===== src/rtl/eth_tx_scheduler_pkg.sv =====
// Shared types and header field widths for the per-row UDP packet scheduler.
package eth_pkg;

  localparam int unsigned FRAME_ID_W = 4;
  localparam int unsigned ROW_W      = 12;

  typedef enum logic [2:0] {
    StIdle,
    StWaitData,
    StStart,
    StSend,
    StWaitDone,
    StGap
  } state_e;

endpackage


===== src/rtl/eth_tx_scheduler_if.sv =====
// Line-FIFO read side plus UDP transmitter handshake, as seen by the scheduler.
interface eth_tx_scheduler_if #(
  parameter int unsigned USAGE_WIDTH = 11
);

  logic [USAGE_WIDTH-1:0] fifo_read_usage;
  logic [7:0]             fifo_dout;
  logic                   fifo_rd_en;
  logic                   tx_start;
  logic [15:0]            tx_byte_num;
  logic                   tx_req;
  logic [7:0]             tx_data;
  logic                   tx_done;

  // Scheduler side.
  modport master (
    input  fifo_read_usage,
    input  fifo_dout,
    input  tx_req,
    input  tx_done,
    output fifo_rd_en,
    output tx_start,
    output tx_byte_num,
    output tx_data
  );

  // FIFO / transmitter side.
  modport slave (
    output fifo_read_usage,
    output fifo_dout,
    output tx_req,
    output tx_done,
    input  fifo_rd_en,
    input  tx_start,
    input  tx_byte_num,
    input  tx_data
  );

endinterface


===== src/rtl/eth_tx_scheduler.sv =====
// Per-row UDP packet scheduler: waits for one buffered image row, sends a
// 2-byte row header followed by the row payload, enforces the inter-packet gap.
module eth_tx_scheduler
  import eth_pkg::*;
#(
  parameter int unsigned IMAGE_WIDTH  = 1280,
  parameter int unsigned IMAGE_HEIGHT = 720,
  parameter int unsigned DATA_LENGTH  = 162,
  parameter int unsigned IFG_CYCLES   = 12,
  parameter int unsigned USAGE_WIDTH  = 11
) (
  input  logic                clk_eth,
  input  logic                rst,
  input  logic                frame_start,
  output logic                frame_done,
  output logic                proto_err,
  eth_tx_scheduler_if.master  bus
);

  localparam int unsigned ROW_BYTES = IMAGE_WIDTH / 8;

  if (DATA_LENGTH != ROW_BYTES + 2) begin : g_len_check
    $error("eth_tx_scheduler: DATA_LENGTH must equal IMAGE_WIDTH/8 + 2");
  end
  if (IMAGE_WIDTH % 8 != 0) begin : g_width_check
    $error("eth_tx_scheduler: IMAGE_WIDTH must be a multiple of 8");
  end

  state_e                state_q;
  logic [ROW_W-1:0]      row_cnt_q;
  logic [FRAME_ID_W-1:0] frame_id_q;
  logic [15:0]           byte_cnt_q;
  logic [15:0]           gap_cnt_q;
  logic                  pending_q;
  logic                  tx_start_q;
  logic [15:0]           tx_byte_num_q;
  logic                  frame_done_q;
  logic                  proto_err_q;
  logic [7:0]            hdr_q;
  logic                  sel_q;      // 1: tx_data comes from the FIFO
  logic [USAGE_WIDTH-1:0] usage;
  logic                  row_ready;
  logic                  last_req;

  assign usage     = bus.fifo_read_usage;
  assign row_ready = (usage >= USAGE_WIDTH'(ROW_BYTES));
  assign last_req  = (byte_cnt_q == 16'(DATA_LENGTH - 1));

  // Payload bytes are read straight through; tx_done aborts suppress the read.
  always_comb begin
    bus.fifo_rd_en = (state_q == StSend) && bus.tx_req && !bus.tx_done &&
                     (byte_cnt_q >= 16'd2);
  end

  assign bus.tx_data     = sel_q ? bus.fifo_dout : hdr_q;
  assign bus.tx_start    = tx_start_q;
  assign bus.tx_byte_num = tx_byte_num_q;
  assign frame_done      = frame_done_q;
  assign proto_err       = proto_err_q;

  // Scheduler FSM with row/frame/byte/gap counters and registered outputs.
  always_ff @(posedge clk_eth or posedge rst) begin
    if (rst) begin
      state_q       <= StIdle;
      row_cnt_q     <= '0;
      frame_id_q    <= '0;
      byte_cnt_q    <= '0;
      gap_cnt_q     <= '0;
      pending_q     <= 1'b0;
      tx_start_q    <= 1'b0;
      tx_byte_num_q <= '0;
      frame_done_q  <= 1'b0;
      proto_err_q   <= 1'b0;
      hdr_q         <= '0;
      sel_q         <= 1'b0;
    end else begin
      tx_start_q   <= 1'b0;
      frame_done_q <= 1'b0;
      if (frame_start && (state_q != StIdle)) pending_q <= 1'b1;
      if (bus.tx_req && (state_q != StSend)) proto_err_q <= 1'b1;

      unique case (state_q)
        StIdle: begin
          if (frame_start) begin
            row_cnt_q  <= '0;
            frame_id_q <= frame_id_q + FRAME_ID_W'(1);
            state_q    <= StWaitData;
          end
        end
        StWaitData: begin
          if (row_ready) begin
            tx_start_q    <= 1'b1;
            tx_byte_num_q <= 16'(DATA_LENGTH);
            byte_cnt_q    <= '0;
            state_q       <= StStart;
          end
        end
        StStart: begin
          // Usage can only fall by reads we issue; a drop here is a glitch.
          if (!row_ready) proto_err_q <= 1'b1;
          state_q <= StSend;
        end
        StSend: begin
          if (bus.tx_done) begin
            proto_err_q <= 1'b1;
            gap_cnt_q   <= '0;
            state_q     <= StGap;
          end else if (bus.tx_req) begin
            byte_cnt_q <= byte_cnt_q + 16'd1;
            if (byte_cnt_q == 16'd0) begin
              hdr_q <= {frame_id_q, row_cnt_q[ROW_W-1:8]};
              sel_q <= 1'b0;
            end else if (byte_cnt_q == 16'd1) begin
              hdr_q <= row_cnt_q[7:0];
              sel_q <= 1'b0;
            end else begin
              sel_q <= 1'b1;
            end
            if (last_req) state_q <= StWaitDone;
          end
        end
        StWaitDone: begin
          if (bus.tx_done) begin
            row_cnt_q <= row_cnt_q + ROW_W'(1);
            gap_cnt_q <= '0;
            state_q   <= StGap;
          end
        end
        StGap: begin
          if (gap_cnt_q == 16'(IFG_CYCLES - 1)) begin
            if (pending_q || frame_start) begin
              // A frame restart abandons the partial frame silently.
              pending_q  <= 1'b0;
              row_cnt_q  <= '0;
              frame_id_q <= frame_id_q + FRAME_ID_W'(1);
              state_q    <= StWaitData;
            end else if (row_cnt_q == ROW_W'(IMAGE_HEIGHT)) begin
              frame_done_q <= 1'b1;
              row_cnt_q    <= '0;
              state_q      <= StIdle;
            end else begin
              state_q <= StWaitData;
            end
          end else begin
            gap_cnt_q <= gap_cnt_q + 16'd1;
          end
        end
        default: state_q <= StIdle;
      endcase
    end
  end

endmodule


===== src/flat_wrapper.sv =====
// flat-port wrapper written by rule: the top's interface ports become plain ports
module eth_tx_scheduler_flat import eth_pkg::*;
#(
  parameter int unsigned IMAGE_WIDTH  = 1280,
  parameter int unsigned IMAGE_HEIGHT = 720,
  parameter int unsigned DATA_LENGTH  = 162,
  parameter int unsigned IFG_CYCLES   = 12,
  parameter int unsigned USAGE_WIDTH  = 11
)
  (clk_eth, rst, frame_start, frame_done, proto_err, bus_fifo_read_usage, bus_fifo_dout, bus_tx_req, bus_tx_done, bus_fifo_rd_en, bus_tx_start, bus_tx_byte_num, bus_tx_data);
  eth_tx_scheduler_if #(.USAGE_WIDTH(USAGE_WIDTH)) bus_i ();
  input  logic clk_eth;
  input  logic rst;
  input  logic frame_start;
  output logic frame_done;
  output logic proto_err;
  input wire logic [$bits(bus_i.fifo_read_usage)-1:0] bus_fifo_read_usage;
  input wire logic [$bits(bus_i.fifo_dout)-1:0] bus_fifo_dout;
  input wire logic [$bits(bus_i.tx_req)-1:0] bus_tx_req;
  input wire logic [$bits(bus_i.tx_done)-1:0] bus_tx_done;
  output wire logic [$bits(bus_i.fifo_rd_en)-1:0] bus_fifo_rd_en;
  output wire logic [$bits(bus_i.tx_start)-1:0] bus_tx_start;
  output wire logic [$bits(bus_i.tx_byte_num)-1:0] bus_tx_byte_num;
  output wire logic [$bits(bus_i.tx_data)-1:0] bus_tx_data;
  assign bus_i.fifo_read_usage = bus_fifo_read_usage;
  assign bus_i.fifo_dout = bus_fifo_dout;
  assign bus_i.tx_req = bus_tx_req;
  assign bus_i.tx_done = bus_tx_done;
  assign bus_fifo_rd_en = bus_i.fifo_rd_en;
  assign bus_tx_start = bus_i.tx_start;
  assign bus_tx_byte_num = bus_i.tx_byte_num;
  assign bus_tx_data = bus_i.tx_data;
  eth_tx_scheduler #(.IMAGE_WIDTH(IMAGE_WIDTH), .IMAGE_HEIGHT(IMAGE_HEIGHT), .DATA_LENGTH(DATA_LENGTH), .IFG_CYCLES(IFG_CYCLES), .USAGE_WIDTH(USAGE_WIDTH)) u_core (.clk_eth(clk_eth), .rst(rst), .frame_start(frame_start), .frame_done(frame_done), .proto_err(proto_err), .bus(bus_i));
endmodule

===== config.mk =====
export PLATFORM = sky130hd
export DESIGN_NAME = eth_tx_scheduler_flat
export DESIGN_NICKNAME = d
export VERILOG_FILES = /design/src/rtl/eth_tx_scheduler_pkg.sv /design/src/rtl/eth_tx_scheduler_if.sv /design/src/rtl/eth_tx_scheduler.sv /design/src/flat_wrapper.sv
export SDC_FILE = /design/constraint.sdc
export NUM_CORES = 1
export LEC_CHECK = 0
export CAP_MARGIN = 20
export CORE_MARGIN = 10
export CORE_UTILIZATION = 49
export DETAILED_ROUTE_END_ITERATION = 10
export DONT_BUFFER_PORTS = 1
export MAX_ROUTING_LAYER = met4
export SLEW_MARGIN = 20
export SYNTH_ARGS = -nofsm -noshare
export SYNTH_HDL_FRONTEND = slang
export SYNTH_SLANG_ARGS = --single-unit

===== constraint.sdc =====
create_clock -name clk_eth -period 2.6 [get_ports clk_eth]
set_input_delay 0.65 -clock clk_eth [delete_from_list [all_inputs] [get_ports clk_eth]]
set_output_delay 0.65 -clock clk_eth [all_outputs]
set_load 0.01 [all_outputs]

Word level (Yosys, flattened, before mapping). Index checks and enable logic that the tools add are counted.

Add/subtract/negate cells: 4. Magnitude comparators: 2. Equality and inequality tests: 22. Multiplexer cells: 46. Bitwise operators: 1. Reduce and logical (&&, ||, !) cells: 24.

Operators by type and width (number): 2-to-1 mux 16 bit (5); one-hot mux 16 bit (2 select lines) (2); 2-to-1 mux 12 bit (5); one-hot mux 12 bit (3 select lines) (1); adder 16 x 1 -> 16 bit, second input constant (2); 2-to-1 mux 3 bit (8); 2-to-1 mux 8 bit (3); one-hot mux 3 bit (6 select lines) (1); == test 16 x 1 -> 1 bit, second input constant (1); == test 16 x 4 -> 1 bit, second input constant (1); == test 16 x 8 -> 1 bit, second input constant (1); >= comparator 16 x 2 -> 1 bit, second input constant (1); logical NOT 16 bit (1); 2-to-1 mux 1 bit (16); adder 12 x 1 -> 12 bit, second input constant (1); == test 12 x 10 -> 1 bit, second input constant (1); 2-to-1 mux 4 bit (3); AND reduction 4 bit (3); >= comparator 11 x 8 -> 1 bit, second input constant (1); inequality test 2 bit, second input constant (5); inequality test 2 x 1 -> 1 bit, second input constant (4); one-hot mux 4 bit (2 select lines) (1); nonzero test 2 bit (4); == test 3 x 2 -> 1 bit, second input constant (2); other kinds (18) (26).

Register bits after elaboration: 65. Input bits: 24. Output and inout port bits: 28. Logic and storage cells: 111.

Logic depth before layout (Yosys ltp). Gate-level depths: netlist (run 1).

Word-level depth: 6. Depth in mapped cells: 8. Mapped depth without buffers: 7.

Least setup slack after synthesis (run 1). No wires, ideal clock.

Path kind: input to output. Start: input port bus_tx_done. End: output port bus_fifo_rd_en. Data arrival time: 1443 ps. Data required time: 1950 ps. Setup slack: 507 ps. Cell stages on the path: 4. Path buffers: 1. Cell sequence: and4bb_1 -> and2_1 -> buf_2 -> o31a_1.

Longest elaborated chain between the ends: 3.

Ends and longest elaborated chain: start: declaration (line flat_wrapper.sv:20) `input wire logic [$bits(bus_i.tx_done)-1:0] bus_tx_done;`; logical NOT 1 bit (line eth_tx_scheduler.sv:51) `bus.fifo_rd_en = (state_q == StSend) && bus.tx_req && !bus.tx_done &&`; logical AND 1 bit (2 in a row) (line eth_tx_scheduler.sv:51); end: declaration (line flat_wrapper.sv:21) `output wire logic [$bits(bus_i.fifo_rd_en)-1:0] bus_fifo_rd_en;`.

Every way passes these cells.

Worst setup path in the final report (run 1).
Start: register u_core.byte_cnt_q[8]. End: output port bus_fifo_rd_en.

Longest elaborated chain between the ends: 2.

Ends and longest elaborated chain: start: declaration (line eth_tx_scheduler.sv:32) `logic [15:0] byte_cnt_q;`; start signal: assignment (line eth_tx_scheduler.sv:109) `byte_cnt_q <= byte_cnt_q + 16'd1;`; >= comparator 16 x 2 -> 1 bit (line eth_tx_scheduler.sv:52) `(byte_cnt_q >= 16'd2);`; logical AND 1 bit (line eth_tx_scheduler.sv:51).

Every way passes these cells.

==> impl_metrics.csv, run 1 <==
group,metric,value,unit
layout,areaGrowthSynthToFinish,8.51,%
cts,cts_sinks,65,
cts,clock_latency,0.34,ns
power_and_ir_drop,p_sw,1.24,mW
sta,skew,0.00675,ns
cts,numCtsBuffers,9,
power_and_ir_drop,p_total,3.27,mW
floorplanning,die-area,0.0114,mm²
sta,period_needed,2.52,ns
global_routing,met1_usage,19.5,%
power_and_ir_drop,ir_drop,0.446,mV
floorplanning,coreArea,0.00729,mm²
cts,clk_pin_slew,0.07,ns
run_status,outcome,"completed",
sta,hold_violations,0,
drt,vias,2808,
flow_run,drv_cap,0,
synth,ys_ff_latch,65,
critical_path,path_class,"reg -> out",
floorplanning,num_rows,31,
power_and_ir_drop,seq_power_share,44.4,%
critical_path,ff2ff_setup_slack,0.56,ns
drt,drt_wl_total,7930,µm
power_and_ir_drop,p_leak,1.67,nW
layout,fillers,683,
global_routing,grt_max_degree,66,
critical_path,worstPathRequired,1.95,ns
synth,avgSynthCellArea,9.49,µm²
cts,clockBufferDepth,2,
sta,tightest_slew,0.669,ns
floorplanning,die_width,107,µm
synth,netlist_instances,389,
cts,cts-root-buf,"clkbuf_8",
critical_path,path_cells,"or4_4 > nor3_4 > nand2_1 > o31a_1",
critical_path,worst-endpoint-arrival,1.87,ns
global_routing,antenna_found_initial,0,
critical_path,timing.rr.end,"u_core.row_cnt_q[8]",
worst_hold_path,hold_class,"in -> async",
sta,rsz0062_at_grt,"true",
global_routing,grtUsageMet2,21.1,%
power_and_ir_drop,p_per_area,815,mW/mm²
global_routing,grt_first_pass_wirelength,13600,µm
sta,slew_viol_final,0,
global_routing,first_global_vias,2775,
placement,portBuffers,0,
drt,post-route-drc-count,0,
placement,pre_cts_slack,0.378,ns
drt,ant_nets,0,
power_and_ir_drop,intPower,2.02,mW
drt,routed_via_density,5.57,
critical_path,slowest_delay,0.56,ns
sta,fin_ws,0.0777,ns
critical_path,reg2reg_depth,5,
placement,gp_congestion,0.850,
layout,drive_gt1_share,14.8,%
sta,fmax,396,MHz
placement,post-dp-hpwl,5630,µm
layout,final_cell_area,0.00401,mm²
synth,synth_area,0.00369,mm²
cts,ctsHoldBuffers,0,
synth,synth-async-reset-ratio,100,%
critical_path,start_kind,"flop",
layout,finish.utilization,54.9,%
cts,cts_max_level,3,
synth,ys_warn_count,0,
synth,ys_types,59,
floorplanning,die_h,107,µm
synth,yosysSeqAreaShare,44.1,%
floorplanning,ios,52,
global_routing,grt_overflow,0,
synth,synth_edf_count,0,
layout,nets,432,
layout,antenna_cells,0,
power_and_ir_drop,p_comb_share,32.2,%
global_routing,track_usage,14.9,%
global_routing,grtUsageMet3,4.79,%
drt,drt-initial-drc-count,146,
sta,setup_viol,0,
drt,post_drt_wl_per_cell,15.7,µm
drt,first_pass_iters,4,
floorplanning,start_util,50.6,%
critical_path,end_kind,"output port",
critical_path,slowest_stage,"or4_4",
global_routing,busiest_layer,"met2",
critical_path,cp_max_fo,7,
critical_path,r2r_start,"u_core.state_q[0]",
placement,dpl_cell_area,0.00379,mm²
power_and_ir_drop,p_sw_share,38.1,%
power_and_ir_drop,clkPwrFrac,23.4,%
cts,cts_tree,"done",
synth,synth_flop_cell,"dfrtp_1",
sta,max_slew_margin,55.0,%
sta,fin_crit_sh,97.0,%
synthesized netlist by cell type (7+ instances only):
cell type	count	area share [%]
nand4_1	8	1.4
xnor2_1	12	2.8
dfrtp_1	65	44
nand3_1	20	2.7
o21ai_1	9	1.2
nor3_1	13	1.8
inv_1	18	1.8
buf_4	15	3.0
ha_1	8	2.7
nand2_1	31	3.2
nor2_1	36	3.7
a21oi_1	16	2.2
xor2_1	13	3.1
mux2i_1	8	2.2
o21ai_0	18	2.4
or3_1	7	1.2
mux2_2	10	3.0
layout make-up:
type / instances / area, µm² / share of cell area [%]
well taps: 99 / 124 / 3.09
clock inverters: 5 / 31.3 / 0.781
multi-input cells: 293 / 1900 / 47.5
inverters: 18 / 67.6 / 1.69
clock buffers: 11 / 141 / 3.53
flip-flops and latches: 65 / 1630 / 40.7
repair buffers: 13 / 110 / 2.75
flip-flops by register name (all words and copies together), names as in the netlist:
name,count
u_core.bus.tx_byte_num,1
u_core.gap_cnt_q,16
u_core.bus.tx_start,1
u_core.hdr_q,8
u_core.proto_err,1
u_core.frame_done,1
u_core.frame_id_q,4
u_core.pending_q,1
u_core.state_q,3
u_core.sel_q,1
u_core.row_cnt_q,12
u_core.byte_cnt_q,16
metal layers:
metal / vias up / wire [µm]
met1: 1347 / 3840
met3: 9 / 526
met5: - / 0
li1: 1381 / -
met4: 0 / 112
met2: 71 / 3450
worst max-delay path: cells and delay by family, from the launching register on:
family | cells | cell delay, ns
compound gates | 1 | 0.29
flops | 1 | 0.44
simple gates | 3 | 0.80
worst max path at each step:
stage	start	to	slack (ns)	cells past startpoint
after floorplan	rst	u_core.bus.tx_byte_num[1]	0.32	1
after global placement	u_core.byte_cnt_q[11]	bus_fifo_rd_en	0.39	4
after detailed placement	u_core.byte_cnt_q[11]	bus_fifo_rd_en	0.38	4
after CTS	u_core.byte_cnt_q[6]	bus_fifo_rd_en	0.02	4
after global routing	u_core.byte_cnt_q[8]	bus_fifo_rd_en	-0.02	4
final	u_core.byte_cnt_q[8]	bus_fifo_rd_en	0.08	4
cells in the final DEF (no fill, tap or decap), types with 8 or more instances in the layout:
| master | count |
|---|---|
| a21oi_1 | 16 |
| buf_4 | 12 |
| clkbuf_8 | 10 |
| conb_1 | 13 |
| dfrtp_1 | 63 |
| ha_1 | 8 |
| inv_1 | 17 |
| mux2_2 | 10 |
| mux2i_1 | 8 |
| nand2_1 | 31 |
| nand3_1 | 20 |
| nand4_1 | 8 |
| nor2_1 | 36 |
| nor3_1 | 13 |
| o21ai_0 | 18 |
| o21ai_1 | 9 |
| xnor2_1 | 12 |
| xor2_1 | 13 |
per-stage QoR:
step / instances / hold WS, ns / setup TNS [ns]
after floorplan: 401 / 0.441 / 0
after global placement: 484 / 0.458 / 0
after detailed placement: 484 / 0.461 / 0
after CTS: 500 / 0.264 / 0
after global routing: 504 / 0.280 / -0.0155
final: 504 / 0.250 / 0
kinds of logic (layout without fill, tap and decap cells):
group | Yosys count | count (layout) | share of synthesized area [%]
XOR/XNOR | 25 | 25 | 5.93
buffers and inverters | 43 | 47 | 6.03
multiplexers | 18 | 18 | 5.22
AND/OR/NAND/NOR | 158 | 158 | 23.3
flip-flops | 65 | 65 | 44.1
AO/OA/AOI/OAI | 71 | 71 | 12.6
other | 1 | 13 | 0.102
adder cells (fa/ha/maj) | 8 | 8 | 2.71
power by group through the flow:
stage / sequential (mW) / combinational, mW / clock [mW]
after global placement: 1.46 / 1.03 / 0
after CTS: 1.45 / 1.06 / 0.794
after global routing: 1.49 / 1.19 / 0.827
after detailed placement: 1.47 / 1.05 / 0
final: 1.45 / 1.05 / 0.764
after floorplan: 1.37 / 0.879 / 0
repair_timing:
item / 4_1_cts / 5_1_grt
setup endpoints to repair: 1 / 1
setup buffers: 0 / 4
resized for setup: 1 / 4
pin swaps: 0 / 1
No activity file was read; power rests on OpenSTA's default activity.
==> run 2, diff against run 1 <==
--- a/config.mk
+++ b/config.mk
@@ -6,11 +6,14 @@
 export NUM_CORES = 1
 export LEC_CHECK = 0
 export CAP_MARGIN = 20
+export CELL_PAD_IN_SITES_DETAIL_PLACEMENT = 0
+export CELL_PAD_IN_SITES_GLOBAL_PLACEMENT = 1
 export CORE_MARGIN = 10
 export CORE_UTILIZATION = 49
 export DETAILED_ROUTE_END_ITERATION = 10
 export DONT_BUFFER_PORTS = 1
 export MAX_ROUTING_LAYER = met4
+export PLACE_DENSITY_LB_ADDON = 0.1
 export SLEW_MARGIN = 20
 export SYNTH_ARGS = -nofsm -noshare
 export SYNTH_HDL_FRONTEND = slang
==> run 2 against run 1 <==
First-iteration DRC count is 28% lower; via count is 1.9% lower; critical path depth stayed put; fmax hardly changed; cell count is 0.20% lower; clock power is 1% lower; sequential power hardly changed; core utilization is 0.24 points lower; sequential share of layout area is 0.15 points higher; non-clock buffer count is 2 lower; clock skew is 0.0024 ns higher; global-route usage is 0.22 points lower; critical endpoint unchanged; highest routed layer unchanged.
==> impl_metrics.csv, run 2 (synthesis results as in run 1) <==
group,metric,value,unit
sta,worst_hold_slack,0.259,ns
layout,nets,430,
drt,drt-initial-drc-count,105,
global_routing,grt_max_degree,66,
placement,post-dp-hpwl,5660,µm
floorplanning,num_rows,31,
floorplanning,ios,52,
sta,rsz0062_at_grt,"true",
floorplanning,start_util,50.6,%
layout,layout_commonest_cell,"dfrtp_1",
critical_path,crit_buf_inv,0,
cts,clk_pin_slew,0.07,ns
placement,place_inst,483,
sta,tightest_slew,0.707,ns
sta,slew_viol_final,0,
critical_path,end_kind,"output port",
power_and_ir_drop,p_total,3.25,mW
cts,numCtsBuffers,9,
drt,vias,2756,
layout,fillers,683,
critical_path,path_cells,"or4_4 > nor3_4 > nand2_1 > o31a_1",
cts,cts_sinks,65,
critical_path,cp_max_fo,7,
sta,hold_violations,0,
sta,finalSetupTns,0,ns
floorplanning,die_width,107,µm
cts,cts_max_level,3,
critical_path,path_delay_family,"simple AND/OR/NAND/NOR gates",
placement,portBuffers,0,
cts,cts-root-buf,"clkbuf_8",
critical_path,worstPathRequired,1.95,ns
power_and_ir_drop,ir_drop,0.441,mV
critical_path,start_kind,"flop",
layout,instances_no_fill,503,
sta,setup_viol,0,
cts,clock_latency,0.35,ns
run_status,outcome,"completed",
cts,cts_tree,"done",
global_routing,grt_overflow,0,
critical_path,slowest_delay,0.56,ns
global_routing,grt_first_pass_wirelength,13300,µm
layout,areaGrowthSynthToFinish,8.03,%
floorplanning,coreArea,0.00729,mm²
global_routing,first_global_vias,2686,
drt,routed_via_density,5.48,
sta,fmax,397,MHz
drt,post-route-drc-count,0,
floorplanning,die_h,107,µm
critical_path,slowest_stage,"or4_4",
critical_path,path_class,"reg -> out",
drt,ant_nets,0,
layout,reg_top3,"u_core.byte_cnt_q x16, u_core.gap_cnt_q x16, u_core.row_cnt_q x12",
global_routing,track_usage,14.6,%
layout,drive_gt1_share,13.9,%
flow_run,drv_cap,0,
placement,pre_cts_slack,0.367,ns
power_and_ir_drop,p_leak,1.67,nW
drt,post_drt_wl_per_cell,15.8,µm
sta,period_needed,2.52,ns
global_routing,antenna_found_initial,1,
sta,skew,0.00917,ns
drt,first_pass_iters,4,
drt,drt_wl_total,7940,µm
sta,fin_ws,0.0800,ns
floorplanning,die-area,0.0114,mm²
worst_hold_path,hold_class,"in -> async",
placement,gp_congestion,0.855,
critical_path,worst-endpoint-arrival,1.87,ns
sta,fin_crit_sh,96.9,%
layout,mostFrequentLayoutCells,"64 x dfrtp_1, 36 x nor2_1, 31 x nand2_1",
sta,max_slew_margin,52.4,%
cts,ctsHoldBuffers,0,
cts,clockBufferDepth,2,
power_and_ir_drop,p_per_area,815,mW/mm²
## run 2: cell count changes in the layout (fill, tap and decap cells not counted)
cell	delta
buf_4	-2
dfrtp_1	+1
or4_1	+1
or4_4	-1
diode_2	+1
dfrtp_2	-1
## run 2: layout make-up
| cell class | instances | area [µm²] | area share [%] |
|---|---|---|---|
| clock inverters | 5 | 31.3 | 0.784 |
| multi-input cells | 293 | 1900 | 47.6 |
| flip-flops and latches | 65 | 1630 | 40.8 |
| clock buffers | 11 | 141 | 3.54 |
| repair buffers | 11 | 95.1 | 2.38 |
| inverters | 18 | 67.6 | 1.69 |
| well taps | 99 | 124 | 3.11 |
| diodes | 1 | 2.50 | 0.0627 |
## run 2: final timing paths
check | end | cells after the start | startpoint | slack, ns
worst min register to register | u_core.frame_id_q[3] | 1 | u_core.frame_id_q[3] | 0.48
max in group asynchronous | u_core.byte_cnt_q[8] | 2 | rst | 2.04
worst max register to register | u_core.gap_cnt_q[10] | 5 | u_core.state_q[2] | 0.50
min in group clk_eth | u_core.proto_err | 2 | bus_tx_req | 0.47
worst min-delay path | u_core.bus.tx_byte_num[1] | 2 | rst | 0.26
worst max-delay path | bus_fifo_rd_en | 4 | u_core.byte_cnt_q[8] | 0.08
## run 2: where the power goes
group / internal [mW] / leakage (nW) / switching (mW)
sequential: 1.20 / 0.867 / 0.269
clock: 0.368 / 0.0891 / 0.384
combinational: 0.451 / 0.711 / 0.580
## run 2: routing by layer
layer,vias up,track usage (%),wire (µm)
li1,1385,-,-
met3,8,5.93,517
met1,1309,18.3,3780
met2,54,21.3,3550
met4,0,4.35,85
met5,-,-,0
## run 2: metrics by stage
stage          utilization [%]  instance area [µm²]
4_1_cts                   54.3                 3960
3_5_place_dp              51.8                 3780
5_1_grt                   54.7                 3990
3_3_place_gp              51.8                 3780
6_report                  54.7                 3990
2_1_floorplan                -                 3740
## run 2: repair_timing
item	CTS	global route
setup endpoints to repair	1	1
pin swaps	0	1
gates resized for setup	1	2
buffers inserted	0	3
==> run 3, diff against run 2 <==
--- a/config.mk
+++ b/config.mk
@@ -18,3 +18,4 @@
 export SYNTH_ARGS = -nofsm -noshare
 export SYNTH_HDL_FRONTEND = slang
 export SYNTH_SLANG_ARGS = --single-unit
+export TNS_END_PERCENT = 1
==> results of run 3 <==
The final DEF is identical to that of run 2; final timing and power are the same.
